**src/rtl/mem_access_ctrl_if.sv**
```systemverilog
// ---------------------------------------------------------------------------
// mem_access_ctrl_if
//
// Purpose: bundles the request/response handshake between the pipeline and
// the memory access sequencer, together with the byte-wide memory bus.
//
// Signal summary:
//   req_valid/req_ready     request handshake (pipeline -> controller)
//   req_write/size/signed   operation type, 00 byte, 01 half, 10 word
//   req_addr/req_wdata      byte address and right-justified store data
//   resp_valid/resp_ready   response handshake (controller -> pipeline)
//   resp_rdata/resp_err     extended load data and error flag
//   mem_addr/mem_wdata/
//   mem_we/mem_rdata        single-byte port of the data memory
//
// Modports:
//   slave  - the controller's view
//   master - the view of whatever drives requests and models the memory
// ---------------------------------------------------------------------------
interface mem_access_ctrl_if #(
  parameter int ADDR_W = 32
);
  logic              req_valid;
  logic              req_ready;
  logic              req_write;
  logic [1:0]        req_size;
  logic              req_signed;
  logic [ADDR_W-1:0] req_addr;
  logic [31:0]       req_wdata;
  logic              resp_valid;
  logic              resp_ready;
  logic [31:0]       resp_rdata;
  logic              resp_err;
  logic [ADDR_W-1:0] mem_addr;
  logic [7:0]        mem_wdata;
  logic              mem_we;
  logic [7:0]        mem_rdata;

  // Controller side: consumes requests and memory read data, produces
  // responses and drives the memory bus.
  modport slave (
    input  req_valid, req_write, req_size, req_signed, req_addr, req_wdata,
    input  resp_ready, mem_rdata,
    output req_ready, resp_valid, resp_rdata, resp_err,
    output mem_addr, mem_wdata, mem_we
  );

  // Requester / memory side: mirror image of the controller view.
  modport master (
    output req_valid, req_write, req_size, req_signed, req_addr, req_wdata,
    output resp_ready, mem_rdata,
    input  req_ready, resp_valid, resp_rdata, resp_err,
    input  mem_addr, mem_wdata, mem_we
  );
endinterface

```
**src/rtl/mem_access_ctrl.sv**
```systemverilog
// ---------------------------------------------------------------------------
// mem_access_ctrl
//
// Purpose: sequencer in front of a byte-wide data memory. Takes one byte,
// halfword or word load/store from the pipeline and performs it as
// consecutive single-byte accesses, most significant byte at the lowest
// address (big-endian). Misaligned requests and the illegal size code are
// answered with an error response without touching memory. Loads are sign-
// or zero-extended to 32 bits. Exactly one response per accepted request.
//
// Ports:
//   clk    in   system clock, all state changes on the rising edge
//   rst_n  in   synchronous, active-low reset
//   bus    slave modport of mem_access_ctrl_if (request, response and
//               memory bus signals)
//
// Parameters:
//   ADDR_W      byte address width, must match the interface instance
// ---------------------------------------------------------------------------
module mem_access_ctrl #(
  parameter int ADDR_W = 32
) (
  input logic              clk,
  input logic              rst_n,
  mem_access_ctrl_if.slave bus
);

  typedef enum logic [1:0] {
    IDLE   = 2'b00,
    ACCESS = 2'b01,
    RESP   = 2'b10
  } CtrlState;

  CtrlState          r_state;
  CtrlState          w_nextState;

  logic              r_write;
  logic [1:0]        r_size;
  logic              r_signed;
  logic [ADDR_W-1:0] r_addr;
  logic [31:0]       r_wdata;
  logic [1:0]        r_idx;
  logic [31:0]       r_acc;
  logic              r_err;

  logic              w_reqErr;
  logic [1:0]        w_lastIdx;
  logic              w_lastByte;
  logic [1:0]        w_byteSel;
  logic [7:0]        w_storeByte;
  logic [31:0]       w_respData;

  // Alignment / size check on the incoming request. Halfwords must sit on
  // an even address, words on a multiple of four, and size 11 is never
  // legal. Because of this, an accepted access can never carry across the
  // top of the address space, so the address adder below needs no care.
  always_comb begin
    w_reqErr = 1'b0;
    case (bus.req_size)
      2'b00:   w_reqErr = 1'b0;
      2'b01:   w_reqErr = bus.req_addr[0];
      2'b10:   w_reqErr = (bus.req_addr[1:0] != 2'b00);
      default: w_reqErr = 1'b1;
    endcase
  end

  // Index of the last byte of the latched access (N-1). Size 11 can never
  // reach the access phase, so it shares the word encoding here.
  always_comb begin
    w_lastIdx = 2'd3;
    case (r_size)
      2'b00:   w_lastIdx = 2'd0;
      2'b01:   w_lastIdx = 2'd1;
      default: w_lastIdx = 2'd3;
    endcase
  end

  assign w_lastByte = (r_idx == w_lastIdx);

  // Big-endian store: the byte sent out at index k is byte (N-1-k) of the
  // right-justified store data, so the most significant byte goes first
  // and lands at the lowest address.
  assign w_byteSel = w_lastIdx - r_idx;

  always_comb begin
    w_storeByte = r_wdata[7:0];
    case (w_byteSel)
      2'd0:    w_storeByte = r_wdata[7:0];
      2'd1:    w_storeByte = r_wdata[15:8];
      2'd2:    w_storeByte = r_wdata[23:16];
      default: w_storeByte = r_wdata[31:24];
    endcase
  end

  // Response data: the accumulator holds the loaded bytes right-justified
  // with the first (lowest address) byte most significant, so only the low
  // N bytes are meaningful and the rest is filled from the sign bit or with
  // zeros. Stores and errors always answer with zero.
  always_comb begin
    w_respData = 32'd0;
    if (!r_write && !r_err) begin
      case (r_size)
        2'b00:   w_respData = {{24{r_signed & r_acc[7]}},  r_acc[7:0]};
        2'b01:   w_respData = {{16{r_signed & r_acc[15]}}, r_acc[15:0]};
        default: w_respData = r_acc;
      endcase
    end
  end

  // State register. Reset drops straight back to IDLE from anywhere, which
  // is also how an access in progress gets abandoned: no response follows.
  always_ff @(posedge clk) begin
    if (!rst_n) begin
      r_state <= IDLE;
    end else begin
      r_state <= w_nextState;
    end
  end

  // Next-state and output decode. Every output is a function of registered
  // state only, so nothing on the request side can reach the memory bus or
  // the response combinationally. The memory bus is parked at zero outside
  // the access phase.
  always_comb begin
    w_nextState    = r_state;
    bus.req_ready  = 1'b0;
    bus.resp_valid = 1'b0;
    bus.resp_rdata = 32'd0;
    bus.resp_err   = 1'b0;
    bus.mem_addr   = '0;
    bus.mem_wdata  = 8'd0;
    bus.mem_we     = 1'b0;

    case (r_state)
      IDLE: begin
        bus.req_ready = 1'b1;
        if (bus.req_valid) begin
          w_nextState = w_reqErr ? RESP : ACCESS;
        end
      end

      ACCESS: begin
        bus.mem_addr = r_addr + ADDR_W'(r_idx);
        if (r_write) begin
          bus.mem_we    = 1'b1;
          bus.mem_wdata = w_storeByte;
        end
        if (w_lastByte) begin
          w_nextState = RESP;
        end
      end

      RESP: begin
        bus.resp_valid = 1'b1;
        bus.resp_rdata = w_respData;
        bus.resp_err   = r_err;
        if (bus.resp_ready) begin
          w_nextState = IDLE;
        end
      end

      default: begin
        w_nextState = IDLE;
      end
    endcase
  end

  // Request latch and byte sequencing. The request fields are captured only
  // while idle, so anything presented during an access or while a response
  // waits is simply ignored. The accumulator is cleared on acceptance and
  // shifts one byte in per load cycle; the byte index stops at the last
  // byte rather than wrapping, so it is always zero-based on the next
  // acceptance.
  always_ff @(posedge clk) begin
    if (!rst_n) begin
      r_write  <= 1'b0;
      r_size   <= 2'b00;
      r_signed <= 1'b0;
      r_addr   <= '0;
      r_wdata  <= 32'd0;
      r_idx    <= 2'd0;
      r_acc    <= 32'd0;
      r_err    <= 1'b0;
    end else begin
      case (r_state)
        IDLE: begin
          if (bus.req_valid) begin
            r_write  <= bus.req_write;
            r_size   <= bus.req_size;
            r_signed <= bus.req_signed;
            r_addr   <= bus.req_addr;
            r_wdata  <= bus.req_wdata;
            r_err    <= w_reqErr;
            r_idx    <= 2'd0;
            r_acc    <= 32'd0;
          end
        end

        ACCESS: begin
          if (!r_write) begin
            r_acc <= {r_acc[23:0], bus.mem_rdata};
          end
          if (!w_lastByte) begin
            r_idx <= r_idx + 2'd1;
          end
        end

        default: begin
        end
      endcase
    end
  end

endmodule

```
**src/flat_wrapper.sv**
```systemverilog
// flat-port wrapper written by rule: the top's interface ports become plain ports
module mem_access_ctrl_flat 
#(
  parameter int ADDR_W = 32
)
  (clk, rst_n, bus_req_valid, bus_req_write, bus_req_size, bus_req_signed, bus_req_addr, bus_req_wdata, bus_resp_ready, bus_mem_rdata, bus_req_ready, bus_resp_valid, bus_resp_rdata, bus_resp_err, bus_mem_addr, bus_mem_wdata, bus_mem_we);
  mem_access_ctrl_if #(.ADDR_W(ADDR_W)) bus_i ();
  input logic clk;
  input logic rst_n;
  input wire logic [$bits(bus_i.req_valid)-1:0] bus_req_valid;
  input wire logic [$bits(bus_i.req_write)-1:0] bus_req_write;
  input wire logic [$bits(bus_i.req_size)-1:0] bus_req_size;
  input wire logic [$bits(bus_i.req_signed)-1:0] bus_req_signed;
  input wire logic [$bits(bus_i.req_addr)-1:0] bus_req_addr;
  input wire logic [$bits(bus_i.req_wdata)-1:0] bus_req_wdata;
  input wire logic [$bits(bus_i.resp_ready)-1:0] bus_resp_ready;
  input wire logic [$bits(bus_i.mem_rdata)-1:0] bus_mem_rdata;
  output wire logic [$bits(bus_i.req_ready)-1:0] bus_req_ready;
  output wire logic [$bits(bus_i.resp_valid)-1:0] bus_resp_valid;
  output wire logic [$bits(bus_i.resp_rdata)-1:0] bus_resp_rdata;
  output wire logic [$bits(bus_i.resp_err)-1:0] bus_resp_err;
  output wire logic [$bits(bus_i.mem_addr)-1:0] bus_mem_addr;
  output wire logic [$bits(bus_i.mem_wdata)-1:0] bus_mem_wdata;
  output wire logic [$bits(bus_i.mem_we)-1:0] bus_mem_we;
  assign bus_i.req_valid = bus_req_valid;
  assign bus_i.req_write = bus_req_write;
  assign bus_i.req_size = bus_req_size;
  assign bus_i.req_signed = bus_req_signed;
  assign bus_i.req_addr = bus_req_addr;
  assign bus_i.req_wdata = bus_req_wdata;
  assign bus_i.resp_ready = bus_resp_ready;
  assign bus_i.mem_rdata = bus_mem_rdata;
  assign bus_req_ready = bus_i.req_ready;
  assign bus_resp_valid = bus_i.resp_valid;
  assign bus_resp_rdata = bus_i.resp_rdata;
  assign bus_resp_err = bus_i.resp_err;
  assign bus_mem_addr = bus_i.mem_addr;
  assign bus_mem_wdata = bus_i.mem_wdata;
  assign bus_mem_we = bus_i.mem_we;
  mem_access_ctrl #(.ADDR_W(ADDR_W)) u_core (.clk(clk), .rst_n(rst_n), .bus(bus_i));
endmodule
```
**config.mk**
```make
export PLATFORM = sky130hd
export DESIGN_NAME = mem_access_ctrl_flat
export DESIGN_NICKNAME = d
export VERILOG_FILES = /design/src/rtl/mem_access_ctrl_if.sv /design/src/rtl/mem_access_ctrl.sv /design/src/flat_wrapper.sv
export SDC_FILE = /design/constraint.sdc
export NUM_CORES = 1
export LEC_CHECK = 0
export BUFFER_PORTS_ARGS = -buffer_cell sky130_fd_sc_hd__buf_2
export CAP_MARGIN = 10
export CELL_PAD_IN_SITES_DETAIL_PLACEMENT = 1
export CELL_PAD_IN_SITES_GLOBAL_PLACEMENT = 1
export CORE_MARGIN = 10
export CORE_UTILIZATION = 38
export DETAILED_ROUTE_END_ITERATION = 10
export PLACE_DENSITY = 0.87
export SYNTH_ARGS = -nofsm -noshare
export SYNTH_HDL_FRONTEND = slang
export SYNTH_SLANG_ARGS = --single-unit
```
**constraint.sdc**
```tcl
create_clock -name clk -period 4 [get_ports clk]
set_clock_uncertainty 0.05 [all_clocks]
set_input_delay 1.2 -clock clk [delete_from_list [all_inputs] [get_ports clk]]
set_output_delay 1.2 -clock clk [all_outputs]
set_load 0.02 [all_outputs]
```
==> out/qor.csv, run 1 <==
stage;metric;value;unit
status;outcome;complete, no violations;
synth;simple-gate portion of the synthesized area;25.90;%
synth;fraction of registers with async set or reset after synthesis;0;%
synth;Synth Area in XOR/XNOR;2.396;%
placed_design;count of input and output buffers;155;
floorplanning;IO Pins;156;
synth;Area contributors post-synth;dfxtp_1 (39%), nand2_1 (10%), a21boi_0 (9.5%);
power_and_ir_drop;maximum vdd drop;0.2450;mV
setup_path;crit path DAT;2.61;ns
timing;worst slew pin tran;1.134;ns
detailed_routing;final WL;17840;um
setup_path;Setup CP Type;flip-flop to output port;
clock_tree;CTS Hold Bufs;0;
global_route;Top Usage Layer GRT;met2;
synth;Yosys top cell area share;38.71;%
clock_tree;clock transition at the registers of the reported paths;0.08;ns
synth;area leader, netlist;dfxtp_1;
synth;Syn. warnings;0;
timing;Final Max Slew Viols;0;
clock_tree;H-tree lvl count;3;
setup_path;Reg-to-Reg Start;u_core.r_state[0];
setup_path;Worst Path Required;2.75;ns
synth;main combinational cell family by area after synthesis;simple AND/OR/NAND/NOR gates;
clock_tree;clk_lat worst skew;0.36;ns
synth;Mapped Area;5430;sq um
setup_path;Crit Path Max Fanout;6;
min_path;min-delay worst type;flip-flop to flip-flop;
final_layout;Non-Filler Instances;1005;
power_and_ir_drop;Seq pwr share;47.1;%
timing;Rel. slew slack;23.89;%
detailed_routing;DRT Pass-1 Iters;4;
placed_design;dpl hpwl;13230;um
synth;register bit total from synthesis;105;
detailed_routing;# DRC;0;
global_route;first-pass GRT wire length;29230;um
synth;Adder-Cell Fraction of Synth Area;1.060;%
power_and_ir_drop;sw frac;28.20;%
power_and_ir_drop;Int Pwr;1.774;mW
timing;Final min period;3.860;ns
final_layout;footprint of the multi-input gates;3062;sq um
floorplanning;die footprint;19470;sq um
global_route;met3 Track Usage GR;6.431;%
timing;Highest Clock Rate;259.1;MHz
timing;TNS Setup;0;ns
detailed_routing;Vias per Instance;5.310;
setup_path;slowest stage cell, crit path;nor4b_1;
setup_path;CP Launch Type;flip-flop;
setup_path;FF-to-FF setup slack;2.15;ns
power_and_ir_drop;Power per Cell Area;368.5;nW/um^2
floorplanning;total core area;13930;sq um
setup_path;RR Endpoint;u_core.r_acc[2];
detailed_routing;via count;5337;
clock_tree;CTS tree;built;
placed_design;placed cells;985;
timing;Setup Viol. Count Final;0;
global_route;GRT met1 Usage;21.37;%
synth;Yosys cell types;44;
setup_path;Crit. Startpoint;u_core.r_idx[1];
final_layout;fill count;1771;
clock_tree;CTS root buffer;clkbuf_16;
clock_tree;CTS Buf Count;9;
placed_design;pre-CTS WS;0.3280;ns
synth;Synth Flop Type;dfxtp_1;
setup_path;Worst setup EP type;output port;
floorplanning;Rows;43;
global_route;global route overflow;0;
power_and_ir_drop;NetSw;696.9;uW
final_layout;Area growth syn-to-layout;23.50;%
global_route;initial antenna violation count;5;
timing;final count of hold timing violations;0;
clock_tree;Clock Tree Buf Depth;2;
run;max-cap violation count;0;
final_layout;Reg area;2103;sq um
clock_tree;Clock Sinks;105;
timing;RSZ-0062 raised after global routing;false;
power_and_ir_drop;Clk network pwr share;38.4;%
final_layout;Core Util, Final;48.13;%
synth;post-synthesis compound-gate area fraction;23.25;%
synth;syn nets;772;
setup_path;Max stage delay on crit path;0.68;ns
synth;syn avg cell area;7.893;sq um
final_layout;most common cell after layout, fill and taps aside;buf_2;
global_route;GRT met2 Usage;29.41;%
detailed_routing;First DRT Iteration DRCs;432;
setup_path;Critical Path, Cell by Cell;ha_1 > a21o_1 > nor4b_1 > nand4bb_1 > a21oi_1 > buf_2;
final_layout;# nets final;901;
detailed_routing;Routed Antenna Nets;0;
synth;Post-synth EDFFs;0;
global_route;vias in the first global route;5669;
synth;mux cell area share after synthesis;3.318;%
floorplanning;Die Height;139.5;um
setup_path;reg2reg path depth;6;
floorplanning;DIE WIDTH;139.5;um
final_layout;commonest cells after routing, fill and taps aside;buf_2 (155), nand2_1 (150), dfxtp_1 (104);
detailed_routing;WL/cell;17.75;um
timing;fin worst setup slack;0.1400;ns
floorplanning;initial core utilization;38.97;%
power_and_ir_drop;total leakage power;2.707;nW
synth;Seq/Total Area, Yosys;38.71;%
final_layout;fraction of layout cells with a size suffix above 1;24.33;%
timing;fin crit share;96.50;%
placed_design;gpl congestion;0.8097;
power_and_ir_drop;Comb pwr share;14.5;%
setup_path;Critical Path Sink;bus_mem_addr[29];
global_route;largest net degree at the start of global routing;68;
global_route;Overall Global Routing Usage;17.80;%
synth;Syn Inst Count;688;
-- registers in the layout, summed over array words and instances (netlist names) --
register	count
u_core.r_size	2
u_core.r_write	1
u_core.r_wdata	32
u_core.r_acc	32
u_core.r_state	2
u_core.r_signed	1
u_core.r_addr	32
u_core.r_err	1
u_core.r_idx	2
-- cell type report --
cell class,count,share of cell area [%]
clock inverter,5,1.026
tap,180,3.358
multi-input combinational,507,45.65
clock buffer,11,3.769
antenna,3,0.1119
inverter,25,1.399
timing repair buffer,169,13.32
sequential,105,31.36
-- power groups by stage --
stage,sequential (mW),combinational [mW],clock [mW]
CTS,1.16,0.364,0.974
global placement,1.18,0.354,0
floorplan,1.16,0.244,0
global route,1.17,0.405,1.02
detailed placement,1.19,0.362,0
finish,1.16,0.359,0.948
-- worst min path at each step --
stage,from,end,slack (ns),depth (start not counted)
finish,u_core.r_wdata[16],u_core.r_wdata[16],0.42,2
floorplan,u_core.r_wdata[16],u_core.r_wdata[16],0.39,2
global route,u_core.r_wdata[9],u_core.r_wdata[9],0.44,2
detailed placement,u_core.r_wdata[24],u_core.r_wdata[24],0.41,2
global placement,u_core.r_wdata[4],u_core.r_wdata[4],0.40,2
CTS,u_core.r_wdata[24],u_core.r_wdata[24],0.42,2
-- synthesized netlist by cell type, types with 13 or more instances --
| cell | n |
|---|---|
| nand2_1 | 151 |
| dfxtp_1 | 105 |
| a21boi_0 | 69 |
| clkbuf_1 | 48 |
| a21oi_1 | 45 |
| nor2b_1 | 35 |
| a22oi_1 | 33 |
| inv_1 | 25 |
| mux2i_1 | 18 |
| nor2_1 | 17 |
| o21ai_0 | 14 |
| nand3_1 | 13 |
-- critical path: cells and delay by family (launching register included) --
family,cells,cell delay (ns)
AOI/OAI and AO/OA,2,0.49
adders and majority gates,1,0.32
buffers and inverters,1,0.21
DFF,1,0.38
and+or+nand+nor,2,0.84
-- cells by family after synthesis --
kind of cell    count (synthesis)
simple gates                  283
xor+xnor                       14
mux                            18
buf+inv                        76
compound gates                188
flops                         105
fa+ha+maj                       4
-- metal layers --
metal  share of wire (%)  wire (um)  up-vias
li1                    -          -     2647
met1                  45       7979     2530
met2                  47       8408      133
met3                 6.7       1194       23
met4                 1.2        218        4
met5                0.20         36        -
-- what timing repair did --
item                                    CTS  global route
pin swaps                                 0             1
buffers inserted                          0             1
endpoints found under the setup margin    2             4
gates resized for setup                   1             3
hold endpoints to repair                  0             0
-- through the flow --
stage,instance area [sq um],hold slack (ns),power [mW]
after CTS,6685,0.4207,2.502
after global routing,6701,0.4397,2.596
final,6706,0.4177,2.471
after global placement,6359,0.4020,1.538
after floorplan,5430,0.3928,1.407
after detailed placement,6359,0.4095,1.550
Note: power is estimated with default switching activity, not from simulation.
==> run 2, diff against run 1 <==
--- a/config.mk
+++ b/config.mk
@@ -10,9 +10,9 @@
 export CELL_PAD_IN_SITES_DETAIL_PLACEMENT = 1
 export CELL_PAD_IN_SITES_GLOBAL_PLACEMENT = 1
 export CORE_MARGIN = 10
-export CORE_UTILIZATION = 38
+export CORE_UTILIZATION = 35
 export DETAILED_ROUTE_END_ITERATION = 10
-export PLACE_DENSITY = 0.87
+export PLACE_DENSITY = 0.81
 export SYNTH_ARGS = -nofsm -noshare
 export SYNTH_HDL_FRONTEND = slang
 export SYNTH_SLANG_ARGS = --single-unit
==> run 2 against run 1 <==
  * Utilization down 4.2 points
  * Worst setup slack better by 0.0058 ns
  * Non-clock buffer count unchanged
  * Sequential cell count unchanged
  * Sequential share of layout area increased by 0.15 points
  * Final cell count rose by 1.0%
  * Die area up 7.3%
  * Design area is 0.47% lower
  * Critical endpoint unchanged
  * Maximum frequency is 0.15% higher
  * Total power down 3.9%
  * Highest routed layer unchanged
==> out/qor.csv, run 2 (synthesis results as in run 1) <==
stage;metric;value;unit;change
clock_tree;clock transition at the registers of the reported paths;0.07;ns;about the same
final_layout;Final Cell Area;6675;sq um;-0.47%
min_path;hold path start;u_core.r_wdata[24];;
final_layout;# nets final;901;;unchanged
floorplanning;Die Height;144.6;um;+3.6%
placed_design;placed inst area;6376;sq um;+0.28%
clock_tree;clk_lat worst skew;0.35;ns;about the same
floorplanning;initial core utilization;35.72;%;-3.2 points
power_and_ir_drop;Clk network pwr share;36.0;%;-2.4 points
setup_path;Crit Path Max Fanout;6;;unchanged
timing;Final Max Slew Viols;0;;unchanged
final_layout;fraction of layout cells with a size suffix above 1;23.97;%;-0.36 points
timing;final count of hold timing violations;0;;unchanged
timing;fin crit share;96.36;%;-0.14 points
placed_design;pre-CTS WS;0.4066;ns;+0.07852 ns
power_and_ir_drop;maximum vdd drop;0.2244;mV;-8.4%
power_and_ir_drop;Seq pwr share;49.0;%;+1.9 points
final_layout;biggest regs;u_core.r_acc x32, u_core.r_addr x32, u_core.r_wdata x32;;
floorplanning;die footprint;20900;sq um;+7.3%
power_and_ir_drop;Int Pwr;1.700;mW;-4.2%
floorplanning;IO Pins;156;;unchanged
setup_path;reg2reg path depth;4;;-2
detailed_routing;Vias per Instance;5.191;;-2.2%
timing;worst slew pin tran;1.133;ns;-0.0008102 ns
final_layout;Area growth syn-to-layout;22.93;%;
timing;Highest Clock Rate;259.5;MHz;+0.15%
timing;TNS Setup;0;ns;unchanged
floorplanning;DIE WIDTH;144.6;um;+3.6%
global_route;largest net degree at the start of global routing;55;;-19%
power_and_ir_drop;total leakage power;2.691;nW;-0.62%
placed_design;placed cells;994;;+0.91%
setup_path;RR Endpoint;u_core.r_acc[9];;
detailed_routing;Routed Antenna Nets;0;;unchanged
clock_tree;CTS Hold Bufs;0;;unchanged
final_layout;most common cell after layout, fill and taps aside;buf_2;;
power_and_ir_drop;NetSw;676.0;uW;-3.0%
setup_path;Setup CP Type;flip-flop to output port;;
global_route;Overall Global Routing Usage;16.79;%;-1.0 points
clock_tree;Clock Tree Buf Depth;2;;unchanged
clock_tree;Post-CTS Setup Repair Bufs;0;;unchanged
setup_path;Worst setup EP type;output port;;
setup_path;Worst Path Required;2.75;ns;about the same
clock_tree;post-CTS sizing;0;;-1
placed_design;dpl hpwl;13180;um;-0.34%
timing;RSZ-0062 raised after global routing;false;;
timing;Final min period;3.854;ns;-0.005751 ns
detailed_routing;WL/cell;17.45;um;-1.7%
timing;Setup Viol. Count Final;0;;unchanged
clock_tree;CTS tree;built;;
run;max-cap violation count;0;;unchanged
global_route;first-pass GRT wire length;28150;um;-3.7%
setup_path;CP Launch Type;flip-flop;;
detailed_routing;DRT Pass-1 Iters;4;;unchanged
clock_tree;CTS root buffer;clkbuf_16;;
min_path;min-delay worst type;flip-flop to flip-flop;;
status;outcome;complete, no violations;;
floorplanning;Rows;45;;+4.7%
timing;Rel. slew slack;23.94;%;+0.054 points
global_route;vias in the first global route;5360;;-5.5%
final_layout;Non-Filler Instances;1015;;+1.0%
power_and_ir_drop;Comb pwr share;15.0;%;+0.5 points
clock_tree;CTS Buf Count;9;;unchanged
global_route;initial antenna violation count;6;;+1
power_and_ir_drop;sw frac;28.45;%;+0.25 points
floorplanning;total core area;15200;sq um;+9.1%
power_and_ir_drop;Power per Cell Area;356.0;nW/um^2;-3.4%
setup_path;crit path DAT;2.60;ns;about the same
placed_design;gpl congestion;0.8591;;+6.1%
detailed_routing;First DRT Iteration DRCs;309;;-28%
global_route;global route overflow;0;;unchanged
placed_design;count of input and output buffers;155;;unchanged
final_layout;commonest cells after routing, fill and taps aside;buf_2 (155), nand2_1 (150), dfxtp_1 (104);;
detailed_routing;via count;5269;;-1.3%
timing;fin worst setup slack;0.1458;ns;+0.005751 ns
final_layout;fill count;1906;;+7.6%
min_path;worst hold path depth;2;;unchanged
detailed_routing;final WL;17710;um;-0.70%
clock_tree;Clock Sinks;105;;unchanged
clock_tree;H-tree lvl count;3;;unchanged
setup_path;FF-to-FF setup slack;1.83;ns;-0.32 ns
setup_path;Reg-to-Reg Start;u_core.r_state[0];;
min_path;hold path endpoint;u_core.r_wdata[24];;
detailed_routing;# DRC;0;;unchanged
run 2: changes by cell type in the layout (fill, tap and decap cells not counted), sizes merged:
cell,change
clkbuf,+1
inv,-2
bufinv,-1
clkinv,+2
diode,+2
run 2: through the flow:
stage / utilization, % / hold WS (ns) / total power, mW
final: 43.91 / 0.4168 / 2.376
after global routing: 43.88 / 0.4389 / 2.499
after CTS: 43.80 / 0.4188 / 2.408
after detailed placement: 41.94 / 0.4094 / 1.551
after global placement: 41.94 / 0.4048 / 1.541
after floorplan: - / 0.3928 / 1.407
run 2: power groups by stage:
stage / sequential [mW] / combinational [mW] / clock, mW
final: 1.16 / 0.356 / 0.855
after global routing: 1.17 / 0.405 / 0.920
after CTS: 1.16 / 0.363 / 0.880
after detailed placement: 1.19 / 0.362 / 0
after global placement: 1.19 / 0.356 / 0
after floorplan: 1.16 / 0.244 / 0
run 2: cell type report:
type	count	area [sq um]	share of cell area, %
Sequential cell	105	2103	31.51
Clock inverter	4	26.28	0.3936
Inverter	25	93.84	1.406
Clock buffer	12	256.5	3.843
Tap cell	188	235.2	3.524
Timing Repair Buffer	169	893.4	13.38
Multi-Input combinational cell	507	3054	45.75
Antenna cell	5	12.51	0.1874
run 2: worst max-delay path, stage by stage (launching register included):
cell,delay (ns)
dfxtp_1,0.38
ha_1,0.31
a21o_1,0.23
nor4b_1,0.71
nand4bb_1,0.17
a21oi_1,0.25
buf_2,0.21
run 2: worst max-delay path by stage:
| stage | cells after the start | end | slack (ns) | from |
|---|---|---|---|---|
| after floorplan | 7 | bus_mem_addr[20] | 0.49 | u_core.r_idx[0] |
| final | 6 | bus_mem_addr[29] | 0.15 | u_core.r_idx[1] |
| after detailed placement | 7 | bus_mem_addr[20] | 0.41 | u_core.r_idx[0] |
| after CTS | 7 | bus_mem_addr[20] | 0.006 | u_core.r_idx[0] |
| after global routing | 5 | bus_mem_addr[31] | 0.02 | u_core.r_addr[12] |
| after global placement | 7 | bus_mem_addr[20] | 0.43 | u_core.r_idx[0] |
run 2: metal layers:
metal | vias to the layer above | track usage [%] | wire [um]
met1 | 2494 | 20.85 | 7907
met3 | 14 | 5.412 | 1297
li1 | 2645 | - | -
met4 | 2 | 4.628 | 180
met2 | 114 | 27.25 | 8310
met5 | - | 0 | 18
==> run 3, diff against run 2 <==
--- a/config.mk
+++ b/config.mk
@@ -12,7 +12,7 @@
 export CORE_MARGIN = 10
 export CORE_UTILIZATION = 35
 export DETAILED_ROUTE_END_ITERATION = 10
-export PLACE_DENSITY = 0.81
+export PLACE_DENSITY = 0.83
 export SYNTH_ARGS = -nofsm -noshare
 export SYNTH_HDL_FRONTEND = slang
 export SYNTH_SLANG_ARGS = --single-unit
==> run 3 against run 2 <==
  * Maximum frequency increased by 0.73%
  * Critical path depth increased by 1
  * Combinational power about the same
==> out/qor.csv, run 3 (synthesis results as in run 1) <==
stage;metric;value;unit;change
status;outcome;complete, no violations;;
timing;worst slew pin tran;1.156;ns;+0.02307 ns
placed_design;gpl congestion;0.8801;;+2.4%
clock_tree;CTS Hold Bufs;0;;unchanged
setup_path;cell family with most CP delay;simple AND/OR/NAND/NOR gates;;
timing;Fin Hold WS;0.4160;ns;-0.0008280 ns
setup_path;Crit Path Max Fanout;9;;+3
floorplanning;total core area;15200;sq um;unchanged
setup_path;reg2reg path depth;6;;+2
global_route;initial antenna violation count;3;;-3
timing;final count of hold timing violations;0;;unchanged
setup_path;Setup CP Type;flip-flop to output port;;
floorplanning;Die Height;144.6;um;unchanged
setup_path;FF-to-FF setup slack;1.88;ns;+0.05 ns
final_layout;most common cell after layout, fill and taps aside;buf_2;;
final_layout;biggest regs;u_core.r_acc x32, u_core.r_addr x32, u_core.r_wdata x32;;
setup_path;crit path DAT;2.58;ns;-0.02 ns
power_and_ir_drop;maximum vdd drop;0.1971;mV;-12%
min_path;min-delay worst type;flip-flop to flip-flop;;
placed_design;count of input and output buffers;155;;unchanged
setup_path;RR Endpoint;u_core.r_acc[11];;
detailed_routing;final WL;17600;um;-0.64%
setup_path;CP Launch Type;flip-flop;;
setup_path;Max stage delay on crit path;0.50;ns;-0.21 ns
clock_tree;H-tree lvl count;3;;unchanged
timing;Rel. slew slack;22.39;%;-1.5 points
min_path;hold path endpoint;u_core.r_wdata[31];;
floorplanning;Rows;45;;unchanged
power_and_ir_drop;Power per Cell Area;374.2;nW/um^2;+5.1%
timing;Highest Clock Rate;261.4;MHz;+0.73%
detailed_routing;# DRC;0;;unchanged
min_path;hold path start;u_core.r_wdata[31];;
final_layout;fill count;1920;;+0.73%
setup_path;Worst Path Required;2.75;ns;about the same
final_layout;# nets final;901;;unchanged
power_and_ir_drop;total leakage power;2.716;nW;+0.95%
setup_path;slowest stage cell, crit path;or4_1;;
detailed_routing;First DRT Iteration DRCs;245;;-21%
timing;RSZ-0062 raised after global routing;false;;
detailed_routing;WL/cell;17.39;um;-0.34%
clock_tree;clk_lat worst skew;0.36;ns;about the same
final_layout;fraction of layout cells with a size suffix above 1;24.09;%;+0.12 points
setup_path;Worst setup EP type;output port;;
placed_design;dpl hpwl;12670;um;-3.9%
clock_tree;CTS root buffer;clkbuf_16;;
setup_path;Reg-to-Reg Start;u_core.r_state[1];;
global_route;Overall Global Routing Usage;16.60;%;-0.19 points
global_route;first-pass GRT wire length;27880;um;-0.98%
floorplanning;DIE WIDTH;144.6;um;unchanged
global_route;largest net degree at the start of global routing;106;;+93%
timing;Final min period;3.826;ns;-0.02805 ns
floorplanning;initial core utilization;35.72;%;unchanged
setup_path;Critical path buffers and inverters;1;;unchanged
clock_tree;CTS Buf Count;9;;unchanged
timing;Setup Viol. Count Final;0;;unchanged
clock_tree;clock transition at the registers of the reported paths;0.07;ns;about the same
setup_path;Critical Path, Cell by Cell;ha_1 > fa_1 > nand2_1 > or3_4 > or4_1 > a21oi_1 > buf_2;;
detailed_routing;DRT Pass-1 Iters;5;;+1
global_route;vias in the first global route;5323;;-0.69%
min_path;worst hold path depth;2;;unchanged
timing;Final Max Slew Viols;0;;unchanged
timing;TNS Setup;0;ns;unchanged
run;max-cap violation count;0;;unchanged
detailed_routing;Routed Antenna Nets;0;;unchanged
clock_tree;Clock Sinks;105;;unchanged
clock_tree;CTS tree;built;;
setup_path;Crit. Startpoint;u_core.r_idx[0];;
final_layout;commonest cells after routing, fill and taps aside;buf_2 (155), nand2_1 (150), dfxtp_1 (104);;
clock_tree;Clock Tree Buf Depth;2;;unchanged
global_route;global route overflow;0;;unchanged
timing;fin crit share;95.65;%;-0.70 points
detailed_routing;Vias per Instance;5.214;;+0.45%
floorplanning;IO Pins;156;;unchanged
detailed_routing;via count;5277;;+0.15%
final_layout;Area growth syn-to-layout;23.76;%;
floorplanning;die footprint;20900;sq um;unchanged
==> run 3: routing by layer <==
| metal | vias to the layer above | share of wire (%) | GRT usage, % |
|---|---|---|---|
| li1 | 2642 | - | - |
| met1 | 2466 | 45 | 20.62 |
| met2 | 150 | 47 | 26.94 |
| met3 | 17 | 7.4 | 5.182 |
| met4 | 2 | 1.3 | 4.840 |
| met5 | - | 0.062 | 0 |
==> run 3: layout make-up <==
type / count / area, sq um / share of cell area, %
multi-input cells: 507 / 3057 / 45.48
diodes: 2 / 5.005 / 0.07447
clock inverters: 7 / 107.6 / 1.601
clock buffers: 9 / 225.2 / 3.351
repair buffers: 169 / 893.4 / 13.29
well taps: 188 / 235.2 / 3.500
inverters: 25 / 93.84 / 1.396
flip-flops and latches: 105 / 2103 / 31.30
==> run 3: timing repair <==
item | 4_1_cts | 5_1_grt
setup buffers | 0 | 2
gates resized for setup | 0 | 2
endpoints found under the setup margin | 0 | 6
==> run 3: worst max-delay path by stage <==
stage	slack, ns	end	cells past startpoint
3_5_place_dp	0.41	bus_mem_addr[20]	7
2_1_floorplan	0.49	bus_mem_addr[20]	7
5_1_grt	0.02	bus_mem_addr[20]	7
6_report	0.17	bus_mem_addr[20]	7
3_3_place_gp	0.55	bus_mem_addr[20]	7
4_1_cts	0.02	bus_mem_addr[20]	7
==> run 3: report_power, final <==
part | internal (mW) | leakage (nW) | switching [mW]
sequential | 1.10 | 0.858 | 0.0608
combinational | 0.138 | 1.70 | 0.215
clock | 0.561 | 0.160 | 0.436
total | 1.80 | 2.72 | 0.712
==> run 3: through the flow <==
| step | worst slack [ns] | cells | utilization (%) | instance area, sq um | power [mW] |
|---|---|---|---|---|---|
| 6_report | 0.1738 | 1012 | 44.21 | 6720 | 2.515 |
| 5_1_grt | 0.01774 | 1010 | 44.17 | 6715 | 2.644 |
| 4_1_cts | 0.01707 | 1008 | 44.03 | 6694 | 2.547 |
| 3_5_place_dp | 0.4074 | 992 | 41.84 | 6361 | 1.546 |
| 3_3_place_gp | 0.5526 | 992 | 41.84 | 6361 | 1.537 |
| 2_1_floorplan | 0.4875 | 688 | - | 5430 | 1.407 |
==> run 3: worst min-delay path: cells and delay by family, from the launching register on <==
kind	cells	cell delay (ns)
and+or+nand+nor	1	0.05
AOI/OAI and AO/OA	1	0.06
DFF	1	0.31
